### src/rtl/uart_tx_fifo_pkg.sv
// Shared UART types and constants for the jpu console path.
// Imported by the transmitter and its FIFO.
package jpu;

  typedef enum logic [1:0] {
    PAR_NONE,
    PAR_EVEN,
    PAR_ODD
  } uart_parity_e;

  typedef enum logic [2:0] {
    ST_IDLE,
    ST_START,
    ST_DATA,
    ST_PARITY,
    ST_STOP
  } uart_tx_state_e;

  localparam int unsigned UART_CLKS_115200_100MHZ = 868;

  // Parity bit sent on the line, given the XOR of all data bits.
  function automatic logic uart_parity_bit(input uart_parity_e mode, input logic data_xor);
    return (mode == PAR_ODD) ? ~data_xor : data_xor;
  endfunction

endpackage

### src/rtl/uart_tx_fifo_sync_fifo.sv
// Single-clock FIFO with an occupancy count, asynchronous active-low reset.
// Shared by the UART transmitter and the planned receiver.
module sync_fifo #(
  parameter int WIDTH = 8,
  parameter int DEPTH = 4
) (
  input  logic                     clk,
  input  logic                     rst_n,
  input  logic                     push,
  input  logic                     pop,
  input  logic [WIDTH-1:0]         din,
  output logic [WIDTH-1:0]         dout,
  output logic                     full,
  output logic                     empty,
  output logic [$clog2(DEPTH):0]   count
);

  localparam int AW = $clog2(DEPTH);
  localparam int CW = AW + 1;

  logic [WIDTH-1:0] mem_q [DEPTH];
  logic [AW-1:0]    wr_ptr_q;
  logic [AW-1:0]    rd_ptr_q;
  logic [CW-1:0]    count_q;
  logic [CW-1:0]    count_d;
  logic             do_push;
  logic             do_pop;

  // Pointers alone cannot tell full from empty; the count decides.
  assign full    = (count_q == CW'(DEPTH));
  assign empty   = (count_q == '0);
  assign do_push = push && !full;
  assign do_pop  = pop && !empty;
  assign dout    = mem_q[rd_ptr_q];
  assign count   = count_q;

  always_comb begin
    count_d = count_q;
    case ({do_push, do_pop})
      2'b10:   count_d = count_q + CW'(1);
      2'b01:   count_d = count_q - CW'(1);
      default: count_d = count_q;
    endcase
  end

  always_ff @(posedge clk or negedge rst_n) begin
    if (!rst_n) begin
      wr_ptr_q <= '0;
      rd_ptr_q <= '0;
      count_q  <= '0;
    end else begin
      if (do_push) wr_ptr_q <= wr_ptr_q + AW'(1);
      if (do_pop)  rd_ptr_q <= rd_ptr_q + AW'(1);
      count_q <= count_d;
    end
  end

  always_ff @(posedge clk) begin
    if (do_push) mem_q[wr_ptr_q] <= din;
  end

endmodule

### src/rtl/uart_tx_fifo.sv
// Buffered UART transmitter: valid/ready word intake, configurable data width,
// parity and stop bits, LSB-first serialisation on a registered tx line.
module uart_tx_fifo
  import jpu::*;
#(
  parameter int                DATA_BITS    = 8,
  parameter jpu::uart_parity_e PARITY       = jpu::PAR_NONE,
  parameter int                STOP_BITS    = 1,
  parameter int                CLKS_PER_BIT = 868,
  parameter int                FIFO_DEPTH   = 4
) (
  input  logic                          clk,
  input  logic                          rst_n,
  input  logic [DATA_BITS-1:0]          tx_data,
  input  logic                          tx_valid,
  output logic                          tx_ready,
  output logic                          tx,
  output logic                          busy,
  output logic [$clog2(FIFO_DEPTH):0]   fifo_count
);

  if (DATA_BITS < 5 || DATA_BITS > 9) begin : g_bad_data_bits
    $error("uart_tx_fifo: DATA_BITS must be in 5..9");
  end
  if (STOP_BITS != 1 && STOP_BITS != 2) begin : g_bad_stop_bits
    $error("uart_tx_fifo: STOP_BITS must be 1 or 2");
  end
  if (CLKS_PER_BIT < 2) begin : g_bad_clks
    $error("uart_tx_fifo: CLKS_PER_BIT must be at least 2");
  end
  if (FIFO_DEPTH < 2 || (FIFO_DEPTH & (FIFO_DEPTH - 1)) != 0) begin : g_bad_depth
    $error("uart_tx_fifo: FIFO_DEPTH must be a power of 2, at least 2");
  end

  localparam int BAUD_W = $clog2(STOP_BITS * CLKS_PER_BIT);
  localparam int BIT_W  = $clog2(DATA_BITS);
  localparam logic [BAUD_W-1:0] BIT_LAST  = BAUD_W'(CLKS_PER_BIT - 1);
  localparam logic [BAUD_W-1:0] STOP_LAST = BAUD_W'(STOP_BITS * CLKS_PER_BIT - 1);
  localparam logic [BIT_W-1:0]  DATA_LAST = BIT_W'(DATA_BITS - 1);

  uart_tx_state_e         state_q;
  logic [BAUD_W-1:0]      baud_q;
  logic [BIT_W-1:0]       bit_idx_q;
  logic [DATA_BITS-1:0]   shift_q;
  logic                   par_q;
  logic                   tx_q;

  logic [DATA_BITS-1:0]   fifo_dout;
  logic                   fifo_full;
  logic                   fifo_empty;
  logic                   fifo_pop;
  logic                   baud_done;

  sync_fifo #(
    .WIDTH (DATA_BITS),
    .DEPTH (FIFO_DEPTH)
  ) u_fifo (
    .clk   (clk),
    .rst_n (rst_n),
    .push  (tx_valid),
    .pop   (fifo_pop),
    .din   (tx_data),
    .dout  (fifo_dout),
    .full  (fifo_full),
    .empty (fifo_empty),
    .count (fifo_count)
  );

  assign baud_done = (baud_q == '0);
  // Popping at the end of STOP chains the next start bit with no idle gap.
  assign fifo_pop  = !fifo_empty &&
                     ((state_q == ST_IDLE) || (state_q == ST_STOP && baud_done));

  assign tx_ready = !fifo_full;
  assign tx       = tx_q;
  assign busy     = (state_q != ST_IDLE) || !fifo_empty;

  always_ff @(posedge clk or negedge rst_n) begin
    if (!rst_n) begin
      state_q   <= ST_IDLE;
      baud_q    <= '0;
      bit_idx_q <= '0;
      shift_q   <= '0;
      par_q     <= 1'b0;
      tx_q      <= 1'b1;
    end else if (fifo_pop) begin
      state_q   <= ST_START;
      baud_q    <= BIT_LAST;
      bit_idx_q <= '0;
      shift_q   <= fifo_dout;
      par_q     <= uart_parity_bit(PARITY, ^fifo_dout);
      tx_q      <= 1'b0;
    end else begin
      case (state_q)
        ST_IDLE: begin
          tx_q <= 1'b1;
        end
        ST_START: begin
          if (!baud_done) begin
            baud_q <= baud_q - BAUD_W'(1);
          end else begin
            state_q <= ST_DATA;
            baud_q  <= BIT_LAST;
            tx_q    <= shift_q[0];
            shift_q <= shift_q >> 1;
          end
        end
        ST_DATA: begin
          if (!baud_done) begin
            baud_q <= baud_q - BAUD_W'(1);
          end else if (bit_idx_q != DATA_LAST) begin
            bit_idx_q <= bit_idx_q + BIT_W'(1);
            baud_q    <= BIT_LAST;
            tx_q      <= shift_q[0];
            shift_q   <= shift_q >> 1;
          end else if (PARITY != PAR_NONE) begin
            state_q <= ST_PARITY;
            baud_q  <= BIT_LAST;
            tx_q    <= par_q;
          end else begin
            state_q <= ST_STOP;
            baud_q  <= STOP_LAST;
            tx_q    <= 1'b1;
          end
        end
        ST_PARITY: begin
          if (!baud_done) begin
            baud_q <= baud_q - BAUD_W'(1);
          end else begin
            state_q <= ST_STOP;
            baud_q  <= STOP_LAST;
            tx_q    <= 1'b1;
          end
        end
        ST_STOP: begin
          if (!baud_done) begin
            baud_q <= baud_q - BAUD_W'(1);
          end else begin
            state_q <= ST_IDLE;
          end
        end
        default: begin
          state_q <= ST_IDLE;
          baud_q  <= '0;
          tx_q    <= 1'b1;
        end
      endcase
    end
  end

endmodule

### config.mk
export PLATFORM = sky130hd
export DESIGN_NAME = uart_tx_fifo
export DESIGN_NICKNAME = d
export VERILOG_FILES = /design/src/rtl/uart_tx_fifo_pkg.sv /design/src/rtl/uart_tx_fifo_sync_fifo.sv /design/src/rtl/uart_tx_fifo.sv
export SDC_FILE = /design/constraint.sdc
export NUM_CORES = 1
export LEC_CHECK = 0
export CAP_MARGIN = 20
export CORE_UTILIZATION = 45
export DETAILED_ROUTE_END_ITERATION = 12
export PLACE_DENSITY = 0.65
export SLEW_MARGIN = 20
export SYNTH_ARGS = -nofsm -noshare
export SYNTH_HDL_FRONTEND = slang
export SYNTH_SLANG_ARGS = --single-unit
### constraint.sdc
create_clock -name clk -period 3.11 [get_ports clk]
set_input_delay 0.311 -clock clk [delete_from_list [all_inputs] [get_ports clk]]
set_output_delay 0.311 -clock clk [all_outputs]
set_load 0.01 [all_outputs]
; After elaboration in Yosys (flattened, before gate mapping)
; Memories as Yosys holds them, arrays and structs flattened.
; Index checks and enable logic that the tools add are counted.
[op_classes]
n_eq_ne = 17
n_mux = 29
reduce_logical = 23
add_sub_neg = 6
[ops]
columns = operator, n
row1 = two-way mux 8 bit, 4
row2 = two-way mux 10 bit, 3
row3 = two-way mux 3 bit, 10
row4 = case mux 10 bit (3 select lines), 1
row5 = inequality test 3 x 2 -> 1 bit (second input constant), 7
row6 = case mux 8 bit (2 select lines), 1
row7 = case mux 3 bit (5 select lines), 1
row8 = logical NOT 10 bit, 1
row9 = subtractor 10 x 1 -> 10 bit (second input constant), 1
row10 = AND reduction 4 bit, 2
row11 = nonzero test 2 bit, 4
row12 = two-way mux 1 bit, 7
row13 = adder 3 x 1 -> 3 bit (second input constant), 2
row14 = == test 3 x 2 -> 1 bit (second input constant), 2
row15 = == test 3 bit (second input constant), 2
row16 = logical NOT 3 bit, 2
row17 = case mux 3 bit (2 select lines), 1
row18 = AND reduction 6 bit, 1
row19 = nonzero test 3 bit, 2
row20 = adder 2 x 1 -> 2 bit (second input constant), 2
row21 = logical AND 1 bit, 4
row22 = inequality test 2 x 1 -> 1 bit (second input constant), 2
row23 = case mux 1 bit (4 select lines), 1
row24 = == test 3 x 1 -> 1 bit (second input constant), 1
row25 = 9 further kinds, 11
[word_totals]
n_memories = 1
out_inout_bits = 6
wordCells = 84
ramBits = 32
reg_bits = 32
input_bits = 11
[memory_table]
columns = memory, depth, word_bits, read_ports, rd_clocked_by_memory_dff, write_ports, line
row1 = u_fifo.mem_q, 4, 8, 1, 0, 1, uart_tx_fifo_sync_fifo.sv:21  ; logic [WIDTH-1:0] mem_q [DEPTH];

; Depth between registers and ports, before layout
[depth]
depth_word = 7
mapped_depth = 12
ltp_nobuf = 10

; Hierarchy
; Synthesis repeated with hierarchy kept, for this count alone.
[hier_totals]
hier_cells = 231
hier_area_um2 = 3106.7
[by_module_without_submodules]
columns = mod, seq_area_each_um2, area_each_um2, n_inst, cells_per_inst
row1 = sync_fifo, 1136.1, 1584.0, 1, 80
row2 = uart_tx_fifo, 626.9, 1522.7, 1, 151

; Worst setup path after synthesis
; OpenSTA, ideal clock, no wires.
[synth_timing]
path_type = register -> register
startpoint = register baud_q[0]
endpoint = register u_fifo.count_q[1] (netlist: u_fifo.count[1])
required_ns = 2.985
path_buffers = 2
setup_ns = 0.125
path_slack_ns = 0.207
t_arrival_ns = 2.778
synth_period_minus_slack_ns = 2.903
path_stages_with_launch = 11
cell_sequence = dfrtp_1 -> inv_1 -> ha_1 -> or3b_1 -> or3_1 -> buf_6 -> a21oi_4 -> buf_4 -> ha_1 -> fa_1 -> mux2_2
[synth_between]
elab_chain_len = 7
elab_cells_between_ends = 9
classes_between = eq/ne: 2 / mux: 1 / reduce/logical: 6
[synth_rtl]
columns = element, line
row1 = start: declaration, uart_tx_fifo.sv:42  ; logic [BAUD_W-1:0] baud_q;
row2 = start signal: assignment, uart_tx_fifo.sv:100  ; baud_q <= baud_q - BAUD_W'(1);
row3 = start signal: assignment, uart_tx_fifo.sv:110  ; baud_q <= baud_q - BAUD_W'(1);
row4 = start signal: assignment, uart_tx_fifo.sv:128  ; baud_q <= baud_q - BAUD_W'(1);
row5 = logical NOT 10 bit (*), uart_tx_fifo.sv:69  ; assign baud_done = (baud_q == '0);
row6 = logical AND 1 bit (*), uart_tx_fifo.sv:72  ; ((state_q == ST_IDLE) || (state_q == ST_STOP && baud_done));
row7 = logical OR 1 bit (*), uart_tx_fifo.sv:72
row8 = logical AND 1 bit (*), uart_tx_fifo.sv:71  ; assign fifo_pop = !fifo_empty &&
row9 = logical AND 1 bit (*), uart_tx_fifo_sync_fifo.sv:33  ; assign do_pop = pop && !empty;
row10 = == test 2 x 1 -> 1 bit / == test 2 bit (equally long branches), uart_tx_fifo_sync_fifo.sv:39  ; case ({do_push, do_pop})
row11 = case mux 3 bit (2 select lines) (*), uart_tx_fifo_sync_fifo.sv:39
row12 = named net u_fifo.count_d[1], uart_tx_fifo_sync_fifo.sv:25  ; logic [CW-1:0] count_d;
row13 = end signal: assignment, uart_tx_fifo_sync_fifo.sv:54  ; count_q <= count_d;
row14 = end: declaration, uart_tx_fifo_sync_fifo.sv:24  ; logic [CW-1:0] count_q;
; The timed path passes the listed nets; every way through them passes the cells marked *.
; A chain may end at the register's enable or synchronous reset.

; Worst setup path after layout
; Same ends and word-level chain as after synthesis.

==> results.py <==
metrics = {
    "routing": {
        "drc": 0,
        "routed_wl_um": 5710,
        "drt_iter0_drc": 146,
        "first_pass_iters": 4,
        "wl_per_cell_um": 16.1,
        "via_per_inst": 5.71,
        "ant_nets": 0,
        "vias": 2028,
    },
    "worst_setup_path": {
        "crit_type": "reg -> reg",
        "r2r_cells": 8,
        "critPathArrivalTime_ns": 3.01,
        "end_kind": "register",
        "rrSetupSlack_ns": 0.33,
        "worstSetupStartpointType": "register",
        "worstPathMaxFanout": 6,
        "worstPathRequired_ns": 3.34,
    },
    "final_layout": {
        "areaGrowthSynthToFinish_pct": 14.9,
        "diodes": 0,
        "layout_common_cells": "edfxtp_1 (32), dfrtp_1 (31), nand2_1 (25)",
        "fin_nets": 294,
        "layout_commonest_cell": "edfxtp_1",
        "fillers": 552,
        "drive_gt1_share_pct": 13.3,
    },
    "floorplanning": {
        "die_w_um": 84.7,
        "start_util_pct": 47.6,
        "die_area_um2": 7170,
        "fp-row-count": 29,
        "dieHeight_um": 84.7,
        "coreArea_um2": 6460,
        "num_io_pins": 17,
    },
    "clocking": {
        "path_clk_slew_ns": 0.07,
        "tritoncts": "built",
        "clk_path_buf_depth": 2,
        "numCtsBuffers": 9,
        "cts_hold_buf": 0,
        "cts_setup_buffers": 0,
        "clk-insertion-delay-late_ns": 0.34,
        "clockRootBuffer": "clkbuf_8",
        "clock_sink_count": 64,
        "cts_max_level": 3,
        "cts-resized-gates": 0,
    },
    "synthesis": {
        "synth_largest_area_cell": "edfxtp_1",
        "yosys_warnings": 0,
        "synthArstFlopShare_pct": 50.0,
        "synth_edf_count": 32,
        "yosysSeqAreaShare_pct": 57.3,
        "yosys_most_used_dff": "edfxtp_1",
        "syn_nets": 272,
        "syn-instance-count": 251,
        "avgSynthCellArea_um2": 12.3,
        "syn_area_um2": 3080,
        "ys_ff_latch": 64,
        "synthTopCellsByArea": "edfxtp_1 (31%), dfrtp_1 (25%), mux4_2 (5.9%)",
        "synth.top_cell.area_share_pct": 31.2,
        "yosysUniqueCellTypes": 50,
    },
    "sta": {
        "fmax_ghz": 0.359,
        "finClkSkew_ns": 0.00945,
        "layout_min_cycle_time_ns": 2.78,
        "fin_crit_sh_pct": 89.4,
        "slew_viol_final": 0,
        "worst_slack_ns": 0.328,
        "hold_viol": 0,
        "tightest_slew_ns": 0.632,
        "relSlewSlack_pct": 57.5,
        "setup-tns-final_ns": 0,
        "rsz0062_at_grt": "no",
        "setup_viol_count_final": 0,
    },
    "grt": {
        "grt_start_max_net_pins": 33,
        "antenna_found_initial": 0,
        "overflow": 0,
        "met1_usage_pct": 22.9,
        "grt_pass1_wl_um": 9740,
        "grt_busiest_layer": "met2",
        "grt_use_total_pct": 17.9,
        "grt_pass1_vias": 2031,
        "grtUsageMet2_pct": 28.2,
        "global_route.usage.met3_pct": 6.19,
    },
    "place": {
        "post-place-ws_ns": 0.377,
        "hpwl_um": 3880,
        "port_buffers": 16,
        "gp_congestion": 0.864,
    },
    "power_and_ir_drop": {
        "irDropWorstVdd_uv": 484,
        "leakagePower_nw": 1.38,
        "cellPowerDensity_nw_per_um2": 866,
    },
    "hold_path": {
        "hold_path_class": "in -> async",
    },
    "job": {
        "maxCapViolCount": 0,
    },
    "run_status": {
        "status": "complete, no violations",
    },
}
cell families (layout without fill, tap and decap cells):
| group | after synthesis | in the layout | synth area share (%) |
|---|---|---|---|
| compound gates | 51 | 51 | 11.1 |
| xor+xnor | 10 | 10 | 2.85 |
| fa+ha+maj | 11 | 11 | 4.64 |
| buf+inv | 19 | 46 | 2.93 |
| flops | 64 | 64 | 57.3 |
| mux | 14 | 14 | 7.85 |
| simple gates | 82 | 82 | 13.4 |
cell type report:
class / count / area, um2 / share of cell area [%]
clock inverter: 7 / 96.3 / 2.73
sequential: 64 / 1760 / 49.9
tap: 77 / 96.3 / 2.73
clock buffer: 9 / 124 / 3.50
multi-input combinational: 168 / 1220 / 34.6
timing repair buffer: 21 / 198 / 5.59
inverter: 9 / 33.8 / 0.956
synth_stat cells (5+ instances only):
master	count
a21oi_1	15
and3_1	8
clkbuf_1	5
dfrtp_1	31
edfxtp_1	32
ha_1	9
inv_1	9
mux2i_1	5
mux4_2	8
nand2_1	25
nand3_1	6
nor2_1	17
nor3_1	5
o21ai_0	11
or3_1	7
xnor2_1	5
xor2_1	5
critical path, cell delays in order, from the launching register on:
cell and delay (ns):
dfrtp_1 0.43, inv_1 0.14, ha_1 0.19, or3b_1 0.43, or3_1 0.40, a21oi_4 0.18, ha_1 0.22, fa_1 0.42
mux2_2 0.26
final timing paths:
check,from,end
worst max-delay path,baud_q[0],u_fifo.count[1]
worst min-delay path,rst_n,baud_q[4]
worst max register to register,baud_q[0],u_fifo.count[1]
worst min register to register,shift_q[1],shift_q[0]
max in group asynchronous,rst_n,tx
min in group clk,shift_q[1],shift_q[0]
sequential cells by signal (all words and copies together), names as in the netlist:
name,flops
tx,1
bit_idx_q,3
u_fifo.rd_ptr_q,2
u_fifo.count,3
u_fifo.wr_ptr_q,2
shift_q,8
u_fifo.mem_q,32
state_q,3
baud_q,10
stage by stage:
step / power [mW] / instance area (um2) / util [%] / cells / hold slack, ns
after global placement: 2.27 / 3310 / 51.3 / 339 / 0.488
after floorplan: 2.02 / 3080 / - / 251 / 0.0154
final: 3.06 / 3530 / 54.7 / 355 / 0.371
after CTS: 3.09 / 3530 / 54.7 / 355 / 0.385
after detailed placement: 2.30 / 3310 / 51.3 / 339 / 0.497
after global routing: 3.27 / 3530 / 54.7 / 355 / 0.429
report_power, final:
group / internal, mW / switching [mW] / total [mW]
combinational: 0.456 / 0.419 / 0.875
clock: 0.451 / 0.335 / 0.786
sequential: 1.15 / 0.248 / 1.40
metal layers:
layer	up-vias	share of wire (%)
li1	976	-
met1	997	46
met2	48	49
met3	7	4.3
met4	0	1.1
met5	-	0
Power figures use the tool's default switching activity.
